$ cat src/rtl/dataflow_deadlock_scanner.sv
// Deadlock scanner for an HLS dataflow region: qualifies an all-blocked condition,
// snapshots the blocked processes and reports their indices. Optional DEADLOCK_TS_EN adds report_ts.
module dataflow_deadlock_scanner #(
    parameter int unsigned NPROC  = 4,
    parameter int unsigned IDX_W  = 2,
    parameter int unsigned THRESH = 16,
    parameter int unsigned CNT_W  = 16
) (
    input  logic             clock,
    input  logic             reset,
    input  logic             enable,
    input  logic [NPROC-1:0] proc_idle,
    input  logic [NPROC-1:0] proc_block,
    input  logic             clear,
    output logic             deadlock,
    output logic             report_valid,
    input  logic             report_ready,
    output logic [IDX_W-1:0] report_idx,
    output logic             report_last
`ifdef DEADLOCK_TS_EN
    ,
    output logic [CNT_W-1:0] report_ts
`endif
);

    localparam logic [2:0] S_IDLE    = 3'd0;
    localparam logic [2:0] S_MONITOR = 3'd1;
    localparam logic [2:0] S_CAPTURE = 3'd2;
    localparam logic [2:0] S_SCAN    = 3'd3;
    localparam logic [2:0] S_REPORT  = 3'd4;
    localparam logic [2:0] S_HOLD    = 3'd5;

    logic [2:0]       state, state_next;
    logic [CNT_W-1:0] counter, counter_next;
    logic [NPROC-1:0] snapshot, snapshot_next;
    logic [IDX_W-1:0] ptr, ptr_next;
    logic             deadlock_next;
    logic             report_valid_next;
    logic [IDX_W-1:0] report_idx_next;
    logic             report_last_next;
    logic             all_blocked;
    logic             upper_set;

    // At least one active process, and every active process is blocked.
    assign all_blocked = (|(~proc_idle)) & (&(proc_block | proc_idle));

    always_ff @(posedge clock) begin
        if (reset) begin
            state        <= S_IDLE;
            counter      <= '0;
            snapshot     <= '0;
            ptr          <= '0;
            deadlock     <= 1'b0;
            report_valid <= 1'b0;
            report_idx   <= '0;
            report_last  <= 1'b0;
        end else begin
            state        <= state_next;
            counter      <= counter_next;
            snapshot     <= snapshot_next;
            ptr          <= ptr_next;
            deadlock     <= deadlock_next;
            report_valid <= report_valid_next;
            report_idx   <= report_idx_next;
            report_last  <= report_last_next;
        end
    end

    always_comb begin
        state_next        = state;
        counter_next      = counter;
        snapshot_next     = snapshot;
        ptr_next          = ptr;
        deadlock_next     = deadlock;
        report_valid_next = report_valid;
        report_idx_next   = report_idx;
        report_last_next  = report_last;

        // Any snapshot bit strictly above the scan pointer means more reports follow.
        upper_set = 1'b0;
        for (int i = 0; i < int'(NPROC); i++) begin
            if (i > int'(ptr)) begin
                upper_set = upper_set | snapshot[i];
            end
        end

        case (state)
            S_IDLE: begin
                if (enable) begin
                    state_next   = S_MONITOR;
                    counter_next = '0;
                end
            end
            S_MONITOR: begin
                if (!enable) begin
                    state_next   = S_IDLE;
                    counter_next = '0;
                end else if (!all_blocked) begin
                    counter_next = '0;
                end else if (counter == CNT_W'(THRESH - 1)) begin
                    state_next    = S_CAPTURE;
                    snapshot_next = proc_block & ~proc_idle;
                    deadlock_next = 1'b1;
                end else begin
                    counter_next = counter + CNT_W'(1);
                end
            end
            S_CAPTURE: begin
                ptr_next   = '0;
                state_next = S_SCAN;
            end
            S_SCAN: begin
                if (snapshot[ptr]) begin
                    state_next        = S_REPORT;
                    report_valid_next = 1'b1;
                    report_idx_next   = ptr;
                    report_last_next  = ~upper_set;
                end else if (ptr == IDX_W'(NPROC - 1)) begin
                    state_next = S_HOLD;
                end else begin
                    ptr_next = ptr + IDX_W'(1);
                end
            end
            S_REPORT: begin
                if (report_ready) begin
                    report_valid_next = 1'b0;
                    if (report_last) begin
                        state_next = S_HOLD;
                    end else begin
                        ptr_next   = ptr + IDX_W'(1);
                        state_next = S_SCAN;
                    end
                end
            end
            S_HOLD: begin
            end
            default: begin
                state_next = S_IDLE;
            end
        endcase

        // Clear overrides any handshake or threshold hit in the same cycle.
        if (clear && (state != S_IDLE)) begin
            state_next        = enable ? S_MONITOR : S_IDLE;
            counter_next      = '0;
            snapshot_next     = snapshot;
            deadlock_next     = 1'b0;
            report_valid_next = 1'b0;
            report_last_next  = 1'b0;
            report_idx_next   = '0;
        end
    end

`ifdef DEADLOCK_TS_EN
    logic [CNT_W-1:0] ts_cnt;

    // Free-running cycle count, sampled on the MONITOR -> CAPTURE transition.
    always_ff @(posedge clock) begin
        if (reset) begin
            ts_cnt    <= '0;
            report_ts <= '0;
        end else begin
            ts_cnt <= ts_cnt + CNT_W'(1);
            if ((state == S_MONITOR) && (state_next == S_CAPTURE)) begin
                report_ts <= ts_cnt;
            end
        end
    end
`endif

endmodule

$ cat config.mk
export PLATFORM = sky130hd
export DESIGN_NAME = dataflow_deadlock_scanner
export DESIGN_NICKNAME = d
export VERILOG_FILES = /design/src/rtl/dataflow_deadlock_scanner.sv
export SDC_FILE = /design/constraint.sdc
export NUM_CORES = 1
export LEC_CHECK = 0
export BUFFER_PORTS_ARGS = -buffer_cell sky130_fd_sc_hd__buf_4
export CAP_MARGIN = 40
export CORE_MARGIN = 4
export CORE_UTILIZATION = 55
export DETAILED_ROUTE_END_ITERATION = 10
export PLACE_DENSITY = 0.75
export SLEW_MARGIN = 20
export SYNTH_ARGS = -nofsm -noshare
export SYNTH_HDL_FRONTEND = slang
export SYNTH_SLANG_ARGS = --single-unit
$ cat constraint.sdc
create_clock -name clock -period 2.82 [get_ports clock]
set_input_delay 0.564 -clock clock [delete_from_list [all_inputs] [get_ports clock]]
set_output_delay 0.564 -clock clock [all_outputs]
set_load 0.01 [all_outputs]
==> results of run 1 <==
## worst max-delay path, cell delays in order (launching register included)
cell and delay [ps]:
dfxtp_1 410, ha_1 230, and4bb_1 230, nand4_2 250
o2111ai_1 670, or3_1 190, a21oi_1 60
## registers in the layout, indices dropped and copies added (netlist names)
name / count
counter: 16
state: 3
ptr: 2
snapshot: 4
report_valid: 1
report_idx: 2
deadlock: 1
report_last: 1
## kinds of logic (layout without fill, tap and decap cells)
kind of cell    after synthesis  after routing  share of synthesized area
flops                        30             30                      0.343
xor+xnor                      4              4                     0.0200
buf+inv                      14             31                     0.0407
mux                          10             10                     0.0658
fa+ha+maj                     5              5                     0.0343
simple gates                 84             84                      0.299
compound gates               51             51                      0.197
## where the power goes
group / switching, W / internal [W] / total, W / leakage [nW]
Sequential: 0.0000187 / 0.000432 / 0.000450 / 0.242
Clock: 0.000158 / 0.000120 / 0.000278 / 0.0343
Combinational: 0.0000898 / 0.0000605 / 0.000150 / 0.383
Total: 0.000267 / 0.000612 / 0.000878 / 0.659
## synthesized netlist by cell type, drive strengths merged, types with 2 or more instances
cell type | number | area share
nor2 | 24 | 0.061
mux2i | 7 | 0.040
nor3b | 4 | 0.020
o21ai | 10 | 0.031
xor2 | 4 | 0.020
or4 | 5 | 0.021
dfxtp | 30 | 0.34
a21oi | 20 | 0.057
nor2b | 5 | 0.018
o31ai | 5 | 0.021
nand4 | 7 | 0.037
or3 | 5 | 0.018
buf | 5 | 0.021
nand2 | 11 | 0.024
ha | 4 | 0.029
o22a | 2 | 0.010
and4bb | 2 | 0.016
inv | 6 | 0.013
nand2b | 3 | 0.011
or2 | 2 | 0.0086
nand3 | 6 | 0.017
nor4 | 3 | 0.014
mux2 | 2 | 0.013
o211ai | 2 | 0.0086
clkbuf | 3 | 0.0064
## per-stage QoR
| stage | util | hold WS [ps] | total power (W) | setup slack (ps) |
|---|---|---|---|---|
| after floorplan | - | 444 | 0.000581 | 956 |
| after global placement | 0.617 | 447 | 0.000604 | 792 |
| after detailed placement | 0.617 | 454 | 0.000609 | 661 |
| after CTS | 0.638 | 458 | 0.000886 | 637 |
| after global routing | 0.638 | 461 | 0.000926 | 235 |
| final | 0.638 | 469 | 0.000878 | 643 |
## path summary, 6_finish.rpt
| kind | to | slack, ps | cells after the start |
|---|---|---|---|
| worst max-delay path | counter[7] | 640 | 6 |
| worst min register to register | report_idx[0] | 470 | 2 |
| worst max register to register | counter[7] | 640 | 6 |
| worst min-delay path | state[1] | 470 | 2 |
## metal layers
| metal | share of wire | up-vias | GRT usage |
|---|---|---|---|
| met5 | 0 | - | 0 |
| met4 | 0.015 | 0 | 0.0739 |
| met3 | 0.061 | 7 | 0.0572 |
| met2 | 0.45 | 46 | 0.294 |
| met1 | 0.48 | 703 | 0.261 |
| li1 | - | 771 | - |
## area by class of cell
class | instances | area, µm²
fillers | 271 | 1100
multi-input cells | 154 | 1080
flip-flops and latches | 30 | 601
repair buffers | 17 | 128
well taps | 44 | 55.1
clock buffers | 6 | 51.3
inverters | 6 | 22.5
clock inverters | 2 | 12.5
==> impl_metrics.env, run 1 <==
export IMPL_die_y_um=64.4
export IMPL_grt_usage=0.194
export IMPL_cp_end_kind="flop"
export IMPL_fin_crit_sh=0.772
export IMPL_arrival_ps=2390
export IMPL_place_inst=251
export IMPL_synth_distinct_cells=56
export IMPL_cts_setup_buffers=0
export IMPL_num_antenna_cells=0
export IMPL_syn2layout_area_growth_pct=11.3
export IMPL_max_slew_margin=0.539
export IMPL_status="completed"
export IMPL_synth_edf_count=0
export IMPL_htree_num_levels=2
export IMPL_drt_iter0_markers=66
export IMPL_final_cell_mix="dfxtp_1 (30), nor2_1 (23), a21oi_1 (20)"
export IMPL_clock_latency_ps=340
export IMPL_leakage_nw=0.659
export IMPL_rows=20
export IMPL_setup_viol=0
export IMPL_crit_required_ps=3040
export IMPL_drt_total_wl_mm=3.59
export IMPL_startpoint_type="flop"
export IMPL_placed_cell_area_mm2=0.00188
export IMPL_clk_pin_slew_worst_paths_ps=110
export IMPL_hold_path_class="in2reg"
export IMPL_path_class="reg2reg"
export IMPL_startpoint="counter[0]"
export IMPL_portBuffers=17
export IMPL_hp_start="clear"
export IMPL_dieArea_mm2=0.00415
export IMPL_drc=0
export IMPL_grt_max_degree=16
export IMPL_hold_buffers=0
export IMPL_vias=1527
export IMPL_r2r_start="counter[0]"
export IMPL_finish_instance_area_mm2=0.00195
export IMPL_final_antenna_net_count=0
export IMPL_rsz0062_at_grt="no"
export IMPL_place_gp_congestion=0.848
export IMPL_design_portCount=18
export IMPL_synthCells=198
export IMPL_grt_pass1_vias=1415
export IMPL_synthArstFlopShare=0
export IMPL_yosysSeqAreaShare=0.343
export IMPL_drt_pass1_iterations=4
export IMPL_fin_worst_skew_ps=18.9
export IMPL_routed_via_density=5.90
export IMPL_cts_buffers=5
export IMPL_min_period_ps=2180
export IMPL_final_nets=231
export IMPL_die_width_um=64.4
export IMPL_postSynthAreaPerCell_um2=8.84
export IMPL_max_freq_mhz=459
export IMPL_final_common_cell="dfxtp_1"
export IMPL_ys_ff_latch=30
export IMPL_drive_gt1_frac=0.191
export IMPL_clockBufferDepth=2
export IMPL_grt_pass1_wl_mm=6.32
export IMPL_post_cts_resize_count=0
export IMPL_grt_ovfl_total=0
export IMPL_slew_violations=0
export IMPL_critPathMaxFanout=11
export IMPL_dp_hpwl_mm=2.71
export IMPL_antenna_found_initial=0
export IMPL_ys_warnings_count=0
export IMPL_cts_sinks=30
export IMPL_synthesis_area_mm2=0.00175
export IMPL_finalHoldViolCount=0
export IMPL_power_density_mw_per_mm2=451
export IMPL_cts_root_buf="clkbuf_4"
export IMPL_cap_violations=0
export IMPL_syn_num_nets=215
export IMPL_instances_no_fill=259
export IMPL_tns_ps=0
export IMPL_post_drt_wl_per_cell_um=13.8
export IMPL_vdd_ir_drop_worst_uv=324
export IMPL_ys_flop_type="dfxtp_1"
export IMPL_fp_coreArea_mm2=0.00305
export IMPL_tightest_slew_ps=690
export IMPL_initial_core_util=0.573
export IMPL_cts_tree="done"
Power figures use the tool's default switching activity.
==> run 2, diff against run 1 <==
--- a/config.mk
+++ b/config.mk
@@ -5,12 +5,13 @@
 export SDC_FILE = /design/constraint.sdc
 export NUM_CORES = 1
 export LEC_CHECK = 0
+export ABC_AREA = 1
 export BUFFER_PORTS_ARGS = -buffer_cell sky130_fd_sc_hd__buf_4
 export CAP_MARGIN = 40
 export CORE_MARGIN = 4
 export CORE_UTILIZATION = 55
 export DETAILED_ROUTE_END_ITERATION = 10
-export PLACE_DENSITY = 0.75
+export PLACE_DENSITY = 0.74
 export SLEW_MARGIN = 20
 export SYNTH_ARGS = -nofsm -noshare
 export SYNTH_HDL_FRONTEND = slang
==> constraint.sdc (replaced) <==
create_clock -name clock -period 2.1 [get_ports clock]
set_input_delay 0.42 -clock clock [delete_from_list [all_inputs] [get_ports clock]]
set_output_delay 0.42 -clock clock [all_outputs]
set_load 0.01 [all_outputs]
==> run 2 against run 1 <==
Effect of this change:
- combinational power grew to 4.6 times the previous value
- worst hold slack improved by 25 ps
- largest power group is now combinational cells
- final cell count up 52%
- largest cell class unchanged
- design area up 18%
- highest routed layer unchanged
- sequential share of layout area shrank 4.7 points
- non-clock buffer count grew 4
- maximum frequency is 20% higher
- synthesized cell count is 65% higher
==> impl_metrics.env, run 2 <==
export IMPL_status="completed"
export IMPL_final_common_cell="nand2_1"
export IMPL_clock_latency_ps=280
export IMPL_clk_pin_slew_worst_paths_ps=60
export IMPL_place_inst=386
export IMPL_crit_required_ps=2280
export IMPL_instances_no_fill=394
export IMPL_grt_pass1_vias=1855
export IMPL_drt_total_wl_mm=4.46
export IMPL_vias=1966
export IMPL_critPathMaxFanout=7
export IMPL_syn_num_nets=344
export IMPL_startpoint_type="flop"
export IMPL_r2r_start="state[1]"
export IMPL_ys_ff_latch=30
export IMPL_grt_pass1_wl_mm=8.20
export IMPL_dieArea_mm2=0.00477
export IMPL_final_cell_mix="nand2_1 (70), nor2_1 (62), inv_1 (50)"
export IMPL_synth_largest_area_cell="dfxtp_1"
export IMPL_cp_end_kind="flop"
export IMPL_yosys_area_share_simple=0.411
export IMPL_routed_via_density=4.99
export IMPL_reg2reg_depth=7
export IMPL_antenna_found_initial=0
export IMPL_path_class="reg2reg"
export IMPL_largestRegisters="counter x16, snapshot x4, state x3"
export IMPL_drt_pass1_iterations=4
export IMPL_post_drt_wl_per_cell_um=11.3
export IMPL_vdd_ir_drop_worst_uv=626
export IMPL_grt_usage=0.207
export IMPL_max_freq_mhz=551
export IMPL_fill_cells=343
export IMPL_max_slew_margin=0.659
export IMPL_power_density_mw_per_mm2=797
export IMPL_hold_path_class="reg2reg"
export IMPL_cts_root_buf="clkbuf_8"
export IMPL_grt_max_degree=14
export IMPL_cts_buffers=5
export IMPL_initial_core_util=0.591
export IMPL_synth_compound_area_frac=0.117
export IMPL_multi_input_area_mm2=0.00119
export IMPL_synthArstFlopShare=0
export IMPL_tns_ps=0
export IMPL_startpoint="state[1]"
export IMPL_yosys_area_share_adder=0.0244
export IMPL_syn2layout_area_growth_pct=12.0
export IMPL_regArea_um2=601
export IMPL_r2r_end="ptr[1]"
export IMPL_synth_most_common_cell="nand2_1"
export IMPL_synthMuxAreaShare=0
export IMPL_cts_setup_buffers=0
export IMPL_leakage_nw=1.00
export IMPL_synth_distinct_cells=30
export IMPL_rsz0062_at_grt="no"
export IMPL_fin_crit_sh=0.864
export IMPL_portBuffers=17
export IMPL_min_period_ps=1820
export IMPL_cts_sinks=30
export IMPL_drc=0
export IMPL_final_antenna_net_count=0
export IMPL_clockBufferDepth=2
export IMPL_finalHoldViolCount=0
export IMPL_cts_tree="done"
export IMPL_cap_violations=0
export IMPL_setup_viol=0
export IMPL_ys_flop_type="dfxtp_1"
export IMPL_synth_top_area_share=0.293
export IMPL_largest_reg_flops=16
export IMPL_postSynthAreaPerCell_um2=6.27
export IMPL_yosysSeqAreaShare=0.293
export IMPL_num_antenna_cells=0
export IMPL_htree_num_levels=2
export IMPL_place_gp_congestion=0.902
export IMPL_synthXorXnorAreaFrac=0.0299
export IMPL_post_cts_resize_count=0
export IMPL_final_nets=364
export IMPL_synth_top_family_by_area="simple AND/OR/NAND/NOR gates"
export IMPL_design_portCount=18
export IMPL_drive_gt1_frac=0.152
export IMPL_synthTopCellsByArea="dfxtp_1 (29%), nand2_1 (13%), nor2_1 (11%)"
export IMPL_largest_register="counter"
export IMPL_dp_hpwl_mm=3.40
export IMPL_die_y_um=69.0
export IMPL_synthCells=327
export IMPL_crit_end="ptr[1]"
export IMPL_fin_worst_skew_ps=2.90
export IMPL_rrSetupSlack_ps=280
export IMPL_synthesis_area_mm2=0.00205
export IMPL_hold_buffers=0
export IMPL_synth_edf_count=0
export IMPL_rows=21
export IMPL_slew_violations=0
export IMPL_arrival_ps=1990
export IMPL_fp_coreArea_mm2=0.00347
export IMPL_grt_ovfl_total=0
export IMPL_die_width_um=69.0
export IMPL_tightest_slew_ps=508
export IMPL_drt_iter0_markers=94
export IMPL_synth_common_cells="nand2_1 (70), nor2_1 (62), inv_1 (50), dfxtp_1 (30), nand3_1 (25)"
export IMPL_ys_warnings_count=0
[run 2: report_power, final]
part | switching, W | total (W) | internal, W
Combinational | 0.000472 | 0.000684 | 0.000212
Clock | 0.000214 | 0.000477 | 0.000264
Sequential | 0.0000588 | 0.000668 | 0.000609
[run 2: per-layer routing]
metal	global-route usage	part of all wire	vias up
met5	0	0	-
met4	0.0781	0.020	0
met3	0.0523	0.056	8
met2	0.304	0.41	44
met1	0.288	0.52	853
li1	-	-	1061
[run 2: cells by family after synthesis]
kind of cell / after synthesis
buffers and inverters: 60
AND/OR/NAND/NOR: 188
AO/OA/AOI/OAI: 38
XOR/XNOR: 7
adder cells (fa/ha/maj): 4
flip-flops: 30
[run 2: cell type report]
cell class | count | share of cell area
well taps | 46 | 0.0251
flip-flops and latches | 30 | 0.262
repair buffers | 21 | 0.0687
clock inverters | 1 | 0.00218
multi-input cells | 237 | 0.520
clock buffers | 7 | 0.0376
inverters | 52 | 0.0850
[run 2: per-stage QoR]
stage / hold slack, ps / util / instance area, µm² / power, W / setup slack [ps]
5_1_grt: 508 / 0.662 / 2300 / 0.00199 / 88.8
3_3_place_gp: 463 / 0.636 / 2200 / 0.00135 / 332
4_1_cts: 490 / 0.662 / 2300 / 0.00185 / 307
6_report: 494 / 0.662 / 2300 / 0.00183 / 285
2_1_floorplan: 465 / - / 2050 / 0.00125 / 507
3_5_place_dp: 472 / 0.636 / 2200 / 0.00136 / 293
[run 2: worst min path at each step]
stage / start / to / slack (ps) / cells after the start
after floorplan: counter[1] / counter[1] / 470 / 2
after global placement: report_idx[1] / report_idx[1] / 460 / 2
after detailed placement: report_idx[1] / report_idx[1] / 470 / 2
after CTS: reset / counter[4] / 490 / 4
after global routing: enable / counter[6] / 510 / 3
final: report_last / report_last / 490 / 2
[run 2: critical path, stage by stage (launching register included)]
cell	delay (ps)
dfxtp_1	370
inv_1	130
nor3_1	460
nand3_1	270
nand4_1	210
inv_1	70
o21ai_0	140
nor2_1	50
